===== src/rtl/inst_fetch.sv =====
// Instruction-fetch front end: PC generation, one-cycle-latency ROM access,
// a one-entry skid buffer for decode stalls, and the IF/ID pipeline register.
module inst_fetch #(
    parameter logic [31:0] RESET_PC = 32'h0000_0000
) (
    input  logic        clk,
    input  logic        rst,
    input  logic        stall_i,
    input  logic        flush_i,
    input  logic        branch_en_i,
    input  logic [31:0] branch_addr_i,
    output logic        rom_ce_o,
    output logic [31:0] rom_addr_o,
    input  logic [31:0] rom_data_i,
    output logic [31:0] id_pc_o,
    output logic [31:0] id_inst_o,
    output logic        id_valid_o
);

    typedef enum logic {
        BOOT = 1'b0,
        RUN  = 1'b1
    } state_e;

    state_e      state_q, state_d;
    logic [31:0] pc_q, pc_d;
    logic        f2_valid_q, f2_valid_d;
    logic [31:0] f2_pc_q, f2_pc_d;
    logic        sk_valid_q, sk_valid_d;
    logic [31:0] sk_pc_q, sk_pc_d;
    logic [31:0] sk_inst_q, sk_inst_d;
    logic [31:0] id_pc_q, id_pc_d;
    logic [31:0] id_inst_q, id_inst_d;
    logic        id_valid_q, id_valid_d;

    logic        issue;
    logic        load_valid;
    logic [31:0] load_pc;
    logic [31:0] load_inst;

    // Redirect targets are always word aligned, so the two low bits are dropped.
    logic unused_branch_lsbs;
    assign unused_branch_lsbs = ^branch_addr_i[1:0];

    assign issue      = (state_q == RUN) && !stall_i;
    assign rom_ce_o   = issue;
    assign rom_addr_o = pc_q;
    assign id_pc_o    = id_pc_q;
    assign id_inst_o  = id_inst_q;
    assign id_valid_o = id_valid_q;

    // Boot/run sequencing: one idle cycle after reset, then fetch forever.
    always_comb begin
        state_d = state_q;
        case (state_q)
            BOOT:    state_d = RUN;
            RUN:     state_d = RUN;
            default: state_d = BOOT;
        endcase
    end

    // PC advance and the F2 (read in flight) register; a branch wins over issue.
    always_comb begin
        pc_d       = pc_q;
        f2_valid_d = issue;
        f2_pc_d    = f2_pc_q;
        if (issue) begin
            f2_pc_d = pc_q;
            pc_d    = pc_q + 32'd4;
        end
        if (branch_en_i) begin
            pc_d       = {branch_addr_i[31:2], 2'b00};
            f2_valid_d = 1'b0;
        end
    end

    // Skid capture during stalls and selection of the entry that feeds decode.
    always_comb begin
        sk_valid_d = sk_valid_q;
        sk_pc_d    = sk_pc_q;
        sk_inst_d  = sk_inst_q;
        load_valid = f2_valid_q;
        load_pc    = f2_pc_q;
        load_inst  = f2_valid_q ? rom_data_i : 32'd0;
        if (stall_i) begin
            if (f2_valid_q) begin
                sk_valid_d = 1'b1;
                sk_pc_d    = f2_pc_q;
                sk_inst_d  = rom_data_i;
            end
        end else if (sk_valid_q) begin
            load_valid = 1'b1;
            load_pc    = sk_pc_q;
            load_inst  = sk_inst_q;
            sk_valid_d = 1'b0;
        end
        if (branch_en_i) begin
            sk_valid_d = 1'b0;
        end
    end

    // IF/ID register: flush inserts a bubble, stall freezes, otherwise load.
    always_comb begin
        id_pc_d    = id_pc_q;
        id_inst_d  = id_inst_q;
        id_valid_d = id_valid_q;
        if (flush_i) begin
            id_valid_d = 1'b0;
            id_inst_d  = 32'd0;
        end else if (!stall_i) begin
            id_valid_d = load_valid;
            id_pc_d    = load_pc;
            id_inst_d  = load_inst;
        end
    end

    // All state registers, cleared asynchronously so nothing in flight survives reset.
    always_ff @(posedge clk or negedge rst) begin
        if (!rst) begin
            state_q    <= BOOT;
            pc_q       <= RESET_PC;
            f2_valid_q <= 1'b0;
            f2_pc_q    <= 32'd0;
            sk_valid_q <= 1'b0;
            sk_pc_q    <= 32'd0;
            sk_inst_q  <= 32'd0;
            id_pc_q    <= 32'd0;
            id_inst_q  <= 32'd0;
            id_valid_q <= 1'b0;
        end else begin
            state_q    <= state_d;
            pc_q       <= pc_d;
            f2_valid_q <= f2_valid_d;
            f2_pc_q    <= f2_pc_d;
            sk_valid_q <= sk_valid_d;
            sk_pc_q    <= sk_pc_d;
            sk_inst_q  <= sk_inst_d;
            id_pc_q    <= id_pc_d;
            id_inst_q  <= id_inst_d;
            id_valid_q <= id_valid_d;
        end
    end

endmodule

===== config.mk =====
export PLATFORM = sky130hd
export DESIGN_NAME = inst_fetch
export DESIGN_NICKNAME = d
export VERILOG_FILES = /design/src/rtl/inst_fetch.sv
export SDC_FILE = /design/constraint.sdc
export NUM_CORES = 1
export LEC_CHECK = 0
export CORE_ASPECT_RATIO = 0.7
export CORE_MARGIN = 3
export CORE_UTILIZATION = 50
export CTS_BUF_LIST = sky130_fd_sc_hd__clkbuf_8
export CTS_CLUSTER_DIAMETER = 200
export DETAILED_ROUTE_END_ITERATION = 8
export PLACE_DENSITY_LB_ADDON = 0.08
export RECOVER_POWER = 100
export SYNTH_ARGS = -nofsm -noshare
export SYNTH_HDL_FRONTEND = slang
export SYNTH_SLANG_ARGS = --single-unit

===== constraint.sdc =====
create_clock -name clk -period 4.15 [get_ports clk]
set_input_delay 0.415 -clock clk [delete_from_list [all_inputs] [get_ports clk]]
set_output_delay 0.415 -clock clk [all_outputs]
set_load 0.03 [all_outputs]

==> summary.txt <==
Yosys
  – Synth area leaders: dfrtp_1 (57%), mux2_2 (8.5%), nand2_1 (6.5%), mux2i_1 (3.8%), a221oi_1 (3.5%)
  – Post-synth top area share: 57.3%
  – Sequential fraction of the synthesis area: 57.3%
  – Post-synthesis cell type count: 40
  – Largest area contributor in the netlist: dfrtp_1
  – Number of synthesized register bits: 188
  – Mapped cell area: 0.00821 mm2
  – Syn avg cell area: 10.9 um2
  – Synth Instances: around 760
  – Post-synth ARST share: 100%
  – Most common cell in the netlist: dfrtp_1
  – Synth Warn #: 0
  – EDFF count, synth: 0
  – Commonest cells in the netlist: dfrtp_1 (188), nand2_1 (142), mux2_2 (62)
  – Most used DFF post-synth: dfrtp_1

Drt
  – Via-per-instance ratio: 5.57
  – Post-route DRC violation count: 0
  – Drt initial violations: around 520
  – Antenna Violating Nets Remaining: 0
  – Max Used Layer: met4
  – DR WL/cell: 17.5 um
  – Detailed Routing Iterations Pass 1: 4
  – DR vias: 6,258
  – Routed met3 length: 1.11 mm
  – Met2 Wirelength: 9.02 mm
  – Routed WL: ~20 mm
  – Post-Route M1 WL: about 9 mm

Timing
  – Hold Fails Final Rpt: 0
  – Max Fclk: 312 MHz
  – Final Cycle Share: between 70 and 80%
  – Total Negative Setup Slacks: 0 ps
  – Rel. slew slack: -88.7%
  – Worst-Margin Slew: 2830 ps
  – RSZ-0062 raised after global routing: false
  – Clk_skew: 15.6 ps
  – Tmin final: roughly 3200 ps
  – Final setup fails: 0
  – Slew Limit Fails: 246
  – WHS: 485 ps

Power and ir drop
  – Total power: 4.31 mW
  – Pwr per Cell Area: 420 mW/mm2
  – Leakage: 4.46 nW
  – Maximum vdd drop: between 0.2 and 0.3 mV

Clocking
  – Clock latency on the worst-skew pair: 470 ps
  – TritonCTS Sinks: 188
  – H-Tree Depth: 4
  – CTS tree: built
  – Max Buffers Root-to-Sink: 2
  – Setup repair bufs after CTS: 0
  – CTS Buf Count: 17
  – Clock Tree Root: clkbuf_8
  – Cts hold-fix bufs: 0
  – Post-cts resize count: 0
  – Clk slew on worst S/H paths: approximately 90 ps

Worst setup path
  – CP Buf/Inv Count: 2
  – Reg2Reg Capture Point: sk_inst_q[7]
  – Worst Setup End Kind: primary output
  – Worst setup SP type: register
  – CP Max Fanout: 36
  – Critical-path top delay cell: inv_1
  – Worst endpoint required time: ~3700 ps
  – Worst R2R Start: f2_valid_q
  – Slowest cell delay on critical path: 950 ps
  – Critical Path AT: 2790 ps
  – R2R Setup Slk: about 1300 ps
  – Type of the worst setup path: reg2out
  – WP depth: 3
  – Crit-path cells: nand2b_1, inv_1, dlygate4sd3_1
  – Cells on worst reg2reg path: 3
  – CP delay by family, top: buffers and inverters

Placement
  – GPL Wtd Cong: 0.869
  – Post-DP HPWL: 13.1 mm
  – PortBufs: between 150 and 200
  – DP Cell Count: 1,091

Min path
  – Hold Path Stages: 2
  – Min-delay src: id_pc_o[15]
  – Hold Crit Class: reg2reg
  – WHS Endpoint: id_pc_o[15]

Global route
  – Vias in the first global route: 6,255
  – Total track usage: a little under a quarter
  – Global route overflow: 0
  – First-pass GRT wire length: 32.4 mm
  – Largest net degree at the start of global routing: 114
  – Initial antenna violation count: 0

Cells and area
  – Layout Nets: 960
  – Fraction of layout cells with a size suffix above 1: roughly 11%
  – # diodes: 0
  – Non-Filler Instances: between 1,000 and 1,500
  – Finished Core Util: around 65%
  – Layout Area Growth over Synthesis: 25.0%

Die
  – Die area: 0.0180 mm2
  – Top Ports: 167
  – Die height: 113 um
  – Core Rows: 38
  – Core Box Area: 0.0158 mm2
  – Die width: 159 um
  – Starting Density: 52.0%

Job
  – Max Cap Viol: 4

Status
  – Status: finished with violations
  – Failing checks: max-capacitance violations, max-slew violations
-- cell type report --
type | count | area, um2
clock buffer | 18 | 248
clock inverter | 14 | 96.3
fill | 1260 | 5520
inverter | 4 | 15.0
multi-input combinational | 510 | 3270
sequential | 188 | 4710
tap | 220 | 275
timing repair buffer | 169 | 1660
-- tightest hold or removal path, cell delays in order (launching register included) --
cell and delay (ps):
dfrtp_1 340, nand2_1 50, o21ai_0 60
-- metrics by stage --
stage               worst slack (ps)  area (um2)
floorplan                       2000        8230
global placement                1560        9950
detailed placement              1520        9950
CTS                             1380       10300
global route                     765       10300
finish                           946       10300
-- cells in the final DEF, fill, tap and decap left out, types with 19 or more instances in the layout --
master             n
nand2_1          142
dfrtp_1          187
clkdlybuf4s50_1   63
mux2i_1           31
nor2_1            19
mux2_2            62
o21ai_0           47
nor2b_1           33
dlygate4sd3_1     95
a221oi_1          33
nor3_1            33
or4_1             20
-- power by group --
group          switching (mW)  total [mW]  internal [mW]
registers               0.194        2.31           2.12
clock network           0.658        1.09          0.429
logic                   0.500       0.906          0.406
total                    1.35        4.31           2.96
-- logic make-up after synthesis --
group / share of synthesized area, %
other: 0.0914
xor gates and xnor gates: 1.07
muxes: 12.3
AOI/OAI and AO/OA: 8.96
buffers and inverters: 3.09
and+or+nand+nor: 17.1
DFF: 57.3
adders and majority gates: 0.152
-- flip-flops by register name, indices dropped and copies added (netlist names) --
signal      flops
f2_valid_q      1
state_q         1
sk_inst_q      32
id_valid_o      1
sk_valid_q      1
id_pc_o        30
sk_pc_q        30
rom_addr_o     30
f2_pc_q        30
id_inst_o      32
-- worst max-delay path by stage --
| stage | from | end |
|---|---|---|
| final | state_q | rom_ce_o |
| after global placement | branch_en_i | rom_addr_o[31] |
| after detailed placement | branch_en_i | rom_addr_o[31] |
| after CTS | state_q | rom_ce_o |
| after global routing | state_q | rom_ce_o |
| after floorplan | rom_addr_o[5] | rom_addr_o[27] |
-- metal layers --
metal,up-vias,track usage (%)
met5,-,0
met1,3095,31.0
met4,0,8.34
li1,2956,-
met2,174,35.1
met3,33,5.56
No activity file was read; power rests on OpenSTA's default activity.
